## src/rtl/pwm_ctrl_pkg.sv

```systemverilog
`default_nettype none
// ============================================================================
// Module   : pwm_ctrl_pkg
// Brief    : Shared types and helpers for the PWM ramp controller and timer.
// Revision : 1.0
// ============================================================================
package pwm_ctrl_pkg;

  localparam int DUTY_W = 8;

  typedef enum logic [0:0] {
    IDLE = 1'b0,
    RAMP = 1'b1
  } state_t;

  function automatic int period_cnt_w(input int period);
    return (period > 1) ? $clog2(period) : 1;
  endfunction

endpackage
`default_nettype wire

```

## src/rtl/pwm_period_timer.sv

```systemverilog
`default_nettype none
// ============================================================================
// Module   : pwm_period_timer
// Brief    : Free-running PWM period counter; pulses on the last clock of each period.
// Revision : 1.0
// ============================================================================
module pwm_period_timer
  import pwm_ctrl_pkg::*;
#(
  parameter int CLK_FREQ = 1_000_000,
  parameter int PWM_FREQ = 1000
) (
  input  logic clk,
  input  logic rst,
  output logic period_tick
);

  localparam int PERIOD = CLK_FREQ / PWM_FREQ;
  localparam int CNT_W  = period_cnt_w(PERIOD);
  localparam logic [CNT_W-1:0] CNT_LAST = CNT_W'(PERIOD - 1);

  logic [CNT_W-1:0] cnt_q;
  logic [CNT_W-1:0] cnt_d;

  always_comb begin
    cnt_d = (cnt_q == CNT_LAST) ? '0 : cnt_q + CNT_W'(1);
  end

  always_ff @(posedge clk) begin
    if (rst) begin
      cnt_q <= '0;
    end else begin
      cnt_q <= cnt_d;
    end
  end

  assign period_tick = (cnt_q == CNT_LAST);

endmodule
`default_nettype wire

```

## src/rtl/pwm_ramp_ctrl.sv

```systemverilog
`default_nettype none
// ============================================================================
// Module   : pwm_ramp_ctrl
// Brief    : Slews the PWM duty toward a requested target in STEP increments,
//            paced by STEP_PERIODS PWM periods. Optional fault latch: PWM_RAMP_FAULT_EN.
// Revision : 1.0
// ============================================================================
module pwm_ramp_ctrl
  import pwm_ctrl_pkg::*;
#(
  parameter int CLK_FREQ     = 1_000_000,
  parameter int PWM_FREQ     = 1000,
  parameter int STEP         = 1,
  parameter int STEP_PERIODS = 1
) (
  input  logic              clk,
  input  logic              rst,
  input  logic [DUTY_W-1:0] tgt_duty,
  input  logic              tgt_valid,
  output logic              tgt_ready,
  output logic [DUTY_W-1:0] duty,
  output logic              busy,
  output logic              done,
  output logic              period_tick
`ifdef PWM_RAMP_FAULT_EN
  ,
  input  logic              fault,
  input  logic              fault_clr
`endif
);

  localparam int SC_W = (STEP_PERIODS > 1) ? $clog2(STEP_PERIODS) : 1;
  localparam logic [SC_W-1:0]   SC_LAST = SC_W'(STEP_PERIODS - 1);
  localparam logic [DUTY_W:0]   STEP_W9 = (DUTY_W + 1)'(STEP);
  localparam logic [DUTY_W-1:0] STEP_W8 = DUTY_W'(STEP);

  state_t            state_q, state_d;
  logic [DUTY_W-1:0] duty_q, duty_d;
  logic [DUTY_W-1:0] target_q, target_d;
  logic [SC_W-1:0]   step_cnt_q, step_cnt_d;
  logic              done_q, done_d;
  logic              busy_q, busy_d;
  logic              accept;
  logic              step_tick;
  logic [DUTY_W:0]   diff;

  pwm_period_timer #(
    .CLK_FREQ (CLK_FREQ),
    .PWM_FREQ (PWM_FREQ)
  ) u_period_timer (
    .clk         (clk),
    .rst         (rst),
    .period_tick (period_tick)
  );

`ifdef PWM_RAMP_FAULT_EN
  logic fault_latched_q, fault_latched_d;
  assign tgt_ready = (state_q == IDLE) && !fault_latched_q;
`else
  assign tgt_ready = (state_q == IDLE);
`endif

  assign accept    = tgt_valid && tgt_ready;
  assign step_tick = period_tick && (state_q == RAMP) && (step_cnt_q == SC_LAST);

  always_comb begin
    state_d    = state_q;
    duty_d     = duty_q;
    target_d   = target_q;
    step_cnt_d = step_cnt_q;
    busy_d     = busy_q;
    done_d     = 1'b0;
    // Nine-bit distance so a STEP of up to 255 compares without overflow.
    diff = (target_q >= duty_q) ? ({1'b0, target_q} - {1'b0, duty_q})
                                : ({1'b0, duty_q} - {1'b0, target_q});

    case (state_q)
      IDLE: begin
        if (accept) begin
          target_d   = tgt_duty;
          step_cnt_d = '0;
          if (tgt_duty == duty_q) begin
            done_d = 1'b1;
          end else begin
            state_d = RAMP;
            busy_d  = 1'b1;
          end
        end
      end
      RAMP: begin
        if (period_tick) begin
          step_cnt_d = step_tick ? '0 : step_cnt_q + SC_W'(1);
        end
        if (step_tick) begin
          if (diff <= STEP_W9) begin
            duty_d  = target_q;
            done_d  = 1'b1;
            busy_d  = 1'b0;
            state_d = IDLE;
          end else if (target_q > duty_q) begin
            duty_d = duty_q + STEP_W8;
          end else begin
            duty_d = duty_q - STEP_W8;
          end
        end
      end
      default: begin
        state_d = IDLE;
      end
    endcase

`ifdef PWM_RAMP_FAULT_EN
    // A fault overrides everything decided above in the same cycle.
    fault_latched_d = fault_latched_q;
    if (fault) begin
      state_d         = IDLE;
      duty_d          = '0;
      busy_d          = 1'b0;
      done_d          = 1'b0;
      fault_latched_d = 1'b1;
    end else if (fault_clr) begin
      fault_latched_d = 1'b0;
    end
`endif
  end

  always_ff @(posedge clk) begin
    if (rst) begin
      state_q    <= IDLE;
      duty_q     <= '0;
      target_q   <= '0;
      step_cnt_q <= '0;
      done_q     <= 1'b0;
      busy_q     <= 1'b0;
    end else begin
      state_q    <= state_d;
      duty_q     <= duty_d;
      target_q   <= target_d;
      step_cnt_q <= step_cnt_d;
      done_q     <= done_d;
      busy_q     <= busy_d;
    end
  end

`ifdef PWM_RAMP_FAULT_EN
  always_ff @(posedge clk) begin
    if (rst) begin
      fault_latched_q <= 1'b0;
    end else begin
      fault_latched_q <= fault_latched_d;
    end
  end
`endif

  assign duty = duty_q;
  assign busy = busy_q;
  assign done = done_q;

endmodule
`default_nettype wire

```

## config.mk

```make
export PLATFORM = sky130hd
export DESIGN_NAME = pwm_ramp_ctrl
export DESIGN_NICKNAME = d
export VERILOG_FILES = /design/src/rtl/pwm_ctrl_pkg.sv /design/src/rtl/pwm_period_timer.sv /design/src/rtl/pwm_ramp_ctrl.sv
export SDC_FILE = /design/constraint.sdc
export NUM_CORES = 1
export LEC_CHECK = 0
export ABC_AREA = 1
export CORE_MARGIN = 8
export CORE_UTILIZATION = 65
export CTS_BUF_LIST = sky130_fd_sc_hd__clkbuf_8
export DETAILED_ROUTE_END_ITERATION = 12
export PLACE_DENSITY = 0.85
export SLEW_MARGIN = 20
export SYNTH_ARGS = -nofsm -noshare
export SYNTH_HDL_FRONTEND = slang
export SYNTH_SLANG_ARGS = --single-unit
```

## constraint.sdc

```tcl
create_clock -name clk -period 5.55 [get_ports clk]
set_input_delay 0.8325 -clock clk [delete_from_list [all_inputs] [get_ports clk]]
set_output_delay 0.8325 -clock clk [all_outputs]
set_load 0.1 [all_outputs]
```

# Word-level counts from Yosys, hierarchy flattened
# Cells that the tools add are included.
dict set report classes {
  addsub 6
  mul 0
  div 0
  order_cmp 3
  eq_ne 7
  shift 0
  mux 22
  bitwise_logic 2
  reduce_logical 8
}
# cell n
set ops {}
lappend ops {{$sub A8 B8 Y9} 2}
lappend ops {{$mux W8} 2}
lappend ops {{$mux W1} 15}
lappend ops {{$add A10 B1 Y10 const B} 1}
lappend ops {{$eq A10 B10 Y1 const B} 1}
lappend ops {{$le A9 B1 Y1 const B} 1}
lappend ops {{$mux W9} 1}
lappend ops {{$add A8 B1 Y8 const B} 1}
lappend ops {{$eq A8 B8 Y1} 1}
lappend ops {{$ge A8 B8 Y1} 1}
lappend ops {{$gt A8 B8 Y1} 1}
lappend ops {{$pmux W1 S2} 4}
lappend ops {{$sub A8 B1 Y8 const B} 1}
lappend ops {{$ne A2 B1 Y1 const B} 3}
lappend ops {{$reduce_and A2 Y1} 3}
lappend ops {{$ne A2 B2 Y1 const B} 2}
lappend ops {{$reduce_and A4 Y1} 1}
lappend ops {{$logic_and A1 B1 Y1} 3}
lappend ops {{$not A1 Y1} 2}
lappend ops {{$reduce_or A2 Y1} 1}
lappend ops {{$add A1 B1 Y1 const B} 1}
dict set report totals {
  register_bits 30
  latchBits 0
  ram_bits 0
  romBits 0
  inputBits 11
  output_inout_bits 12
  word_cells 55
  memories 0
}

# Longest topological paths before layout
dict set report depth {
  depth_word 6
  depth_mapped 20
  ltp_nobuf 19
}

# By module
# Synthesis repeated with hierarchy kept, for this count alone.
dict set report unflattened {
  cells_unflattened 392
  hier_area_um2 2580.0
}
# mod n_inst cells_per_inst area_each_um2 seq_area_each_um2
set by_module_without_submodules {}
lappend by_module_without_submodules {pwm_ramp_ctrl 1 330 2123.3 400.4}
lappend by_module_without_submodules {pwm_period_timer 1 62 456.7 200.2}

# Least setup slack after synthesis
# OpenSTA, ideal clock, no wires.
dict set report synth_path {
  path_kind {register to register}
  startpoint {register duty_q[1] (netlist: duty[1])}
  endpoint {register duty_q[6] (netlist: duty[6])}
  setup_ns 0.132
  arrival_ns 3.441
  required_time_ns 5.418
  path_slack_ns 1.977
  path_stages_with_launch 18
  n_path_buf 0
  period_less_slack_ns 3.573
  cell_sequence {dfxtp_1 -> inv_1 -> ha_1 -> nand2_1 -> nor2_2 -> nand3_2 -> nand3_2 -> nand2_1 -> ha_1 -> a21oi_1 -> nand2_1 -> nand2_1 -> nand2_1 -> a21o_1 -> o21ai_0 -> a21oi_1 -> a21oi_1 -> a21oi_1}
}
dict set report synth_between {
  elab_chain_len 4
  word_cells_on_any_way 10
  cone_classes {4 x add/sub; 3 x order compare; 3 x mux}
}
# element line_no
set synth_lines {}
lappend synth_lines {{start: declaration} pwm_ramp_ctrl.sv:38} ;# logic [DUTY_W-1:0] duty_q, duty_d;
lappend synth_lines {{start signal: assignment} pwm_ramp_ctrl.sv:137} ;# duty_q <= duty_d;
lappend synth_lines {{$sub A8 B8 Y9, or another cell as far along} pwm_ramp_ctrl.sv:75} ;# : ({1'b0, duty_q} - {1'b0, target_q});
lappend synth_lines {{$mux W9} pwm_ramp_ctrl.sv:74} ;# diff = (target_q >= duty_q) ? ({1'b0, target_q} - {1'b0, duty_q})
lappend synth_lines {{$le A9 B1 Y1} pwm_ramp_ctrl.sv:95} ;# if (diff <= STEP_W9) begin
lappend synth_lines {{$mux W8 *} pwm_ramp_ctrl.sv:95}
# Mark *: on every way between the ends. The rest lies on a longest branch, timed or not.
# A chain may end at the register's enable or synchronous reset.

# Final worst setup path
dict set report layout_path {
  startpoint {register duty_q[4] (netlist: duty[4])}
  endpoint {register duty_q[6] (netlist: duty[6])}
}
# Same word-level chain as after synthesis.

==> impl_metrics.yaml <==
cts:
  cts_resized: 0
  clock_latency_ps: 290
  cts_tree: "yes"
  clk_pin_slew_worst_paths_ps: 70
  cts-htree-levels: 2
  post_cts_buffers: 0
  cts_hold_buf: 0
  cts.sinks: 30
  cts_root_buffer: "clkbuf_8"
  cts_buffer_depth: 2
  cts_buffers: 5
placed_design:
  dp_hpwl_mm: 5.12
  placed_cells: 480
  placed_cell_area_um2: 2850
  dp_slack_ps: 2360
  io_buffers: 22
  routabilityCongestion: 0.950
floorplan:
  start_util: 0.662
  io-pin-count: 23
  die_w_um: 79.4
  fp.dieH_um: 79.4
  rows: 23
  coreArea_um2: 3940
  die_area_um2: 6300
logic_synthesis:
  synth_top_area_share: 0.230
  synth_area_leader_cell: "dfxtp_1"
  syn-instance-count: 416
  synth_edf_count: 0
  async_flop_share: 0
  yosysMostFrequentCell: "nand2_1"
  synth_ff_type: "dfxtp_1"
  synthTopCellsByArea: "dfxtp_1 23%, nand2_1 17%, ha_1 11%"
  avgSynthCellArea_um2: 6.28
  yosys_warnings: 0
  syn-num-nets: 453
  synth_seq_area_share: 0.230
  syn_area_um2: 2610
  synth_cell_type_count: 34
  yosys-top-cells-count: "121 x nand2_1, 66 x inv_1, 42 x a21oi_1"
  ys_ff_latch: 30
sta:
  rsz0062_at_grt: "false"
  setup_viol: 0
  max_freq_mhz: 296
  fin_ws_ps: 2170
  fin_tns_setup_ps: 0
  final_hold_viol_count: 0
  holdWs_ps: 452
  layout_worst_path_cycle_share: 0.609
  slew_viol_final: 0
  max_slew.worst_pin.slew_ps: 1010
  fin_skew_ps: 4.79
  maxSlewHeadroom: 0.327
  fin_crit_ps: 3380
final_layout:
  ff_latch_area_um2: 601
  drive_gt1_frac: 0.0594
  final_cells: 488
  multi_input_area_um2: 1700
  diodes: 0
  design_area_um2: 2940
  final_net_count: 474
  area_growth_syn_to_layout_pct: 12.6
  fillers: 331
  utilization: 0.746
worst_setup_path:
  path_max_fanout: 8
  critPathLaunchType: "flip-flop"
  rr_startpoint: "duty[4]"
  rr_endpoint: "duty[6]"
  reg2reg_slack_ps: 2170
  critPathArrivalTime_ps: 3540
  endpoint_kind: "flip-flop"
  reg2reg_depth: 16
  worstSetupPathType: "flip-flop to flip-flop"
  crit_required_ps: 5710
power:
  p_leak_nw: 1.49
  ir_drop_mv: 0.180
  finalPower_mw: 0.677
  power_density_nw_per_um2: 230
grt:
  grt_overflow: 0
  grt_util_all_layers: 0.225
  top_usage_layer: "met2"
  antenna_found_initial: 0
  grt_max_degree: 19
  grt_util_met2: 0.368
  use_met3: 0.0462
  grt_pass1_wl_mm: 11.3
  grt_pass1_vias: 2502
  use_met1: 0.276
route:
  ant_nets: 0
  wl_per_cell_um: 13.6
  dr_total_vias: 2618
  routed_wl_mm: 6.65
  first_iter_violations: 161
  drc: 0
  viasPerCell: 5.36
  drtPass1Iterations: 5
flow_run:
  maxCapViolCount: 0
hold_path:
  hold-path-endpoint: "step_cnt_q"
  min_path_type: "flip-flop to flip-flop"
  hp-start: "step_cnt_q"
  hold_path_depth: 2
run_status:
  status: "complete, no violations"
==> per-layer routing <==
metal  wire length, um  vias to the layer above
met1              3100                     1168
li1                  -                     1359
met4               131                        0
met2              3070                       80
met5                 0                        -
met3               346                       11
==> cells in the final DEF, fill, tap and decap left out, drive strengths merged, types with 2 or more instances in the layout <==
cell type and count:
nor4 3, xor2 11, fa 3, ha 23
o21ai 13, nor3 4, xnor2 3, dfxtp 30
nand4 7, nand3 31, nor2 32, clkbuf 6
nor3b 2, clkinv 2, a21oi 43, inv 69
clkdlybuf4s50 22, or2 2, nand2 125
==> cell families after synthesis <==
kind of cell / count (synthesis) / share of synthesized area
AOI/OAI and AO/OA: 61 / 0.123
xor gates and xnor gates: 14 / 0.0470
adders and majority gates: 26 / 0.133
buffers and inverters: 78 / 0.119
DFF: 30 / 0.230
and+or+nand+nor: 207 / 0.348
==> report_power, final <==
part           switching (mW)  internal [mW]
clock network          0.0902         0.0996
logic                   0.172         0.0853
registers             0.00636          0.223
==> state kept, by name (all words and copies together) (netlist names) <==
register / cells
busy: 1
done: 1
duty: 8
state_q: 1
step_cnt_q: 1
target_q: 8
u_period_timer.cnt_q: 10
==> final cells by class <==
class                           count  area share
Inverter                           70      0.0894
Sequential cell                    30       0.204
Clock inverter                      2     0.00426
Tap cell                           50      0.0213
Clock buffer                        6      0.0281
Multi-Input combinational cell    308       0.578
Timing Repair Buffer               22      0.0749
==> worst max-delay path by stage <==
stage / start / to / slack (ps) / cells past startpoint
detailed placement: duty[1] / duty[6] / 2360 / 17
floorplan: duty[1] / duty[6] / 1980 / 17
CTS: duty[3] / duty[6] / 2260 / 19
global route: duty[1] / duty[6] / 1900 / 17
global placement: duty[3] / duty[6] / 2430 / 19
finish: duty[4] / duty[6] / 2170 / 16
==> worst max-delay path: stages, from the launching register on <==
cell     delay [ps]
dfxtp_1         440
inv_1           100
ha_1            510
nand2_1         180
nor2_2          190
nand2_2         140
nand2_1         290
ha_1            360
a21oi_1         170
nand2_1          80
nand2_1          80
nand2_1          80
a21o_1          190
o21ai_0         150
a21oi_1          60
a21oi_1         150
a21oi_1          70
No activity file was read; power rests on OpenSTA's default activity.
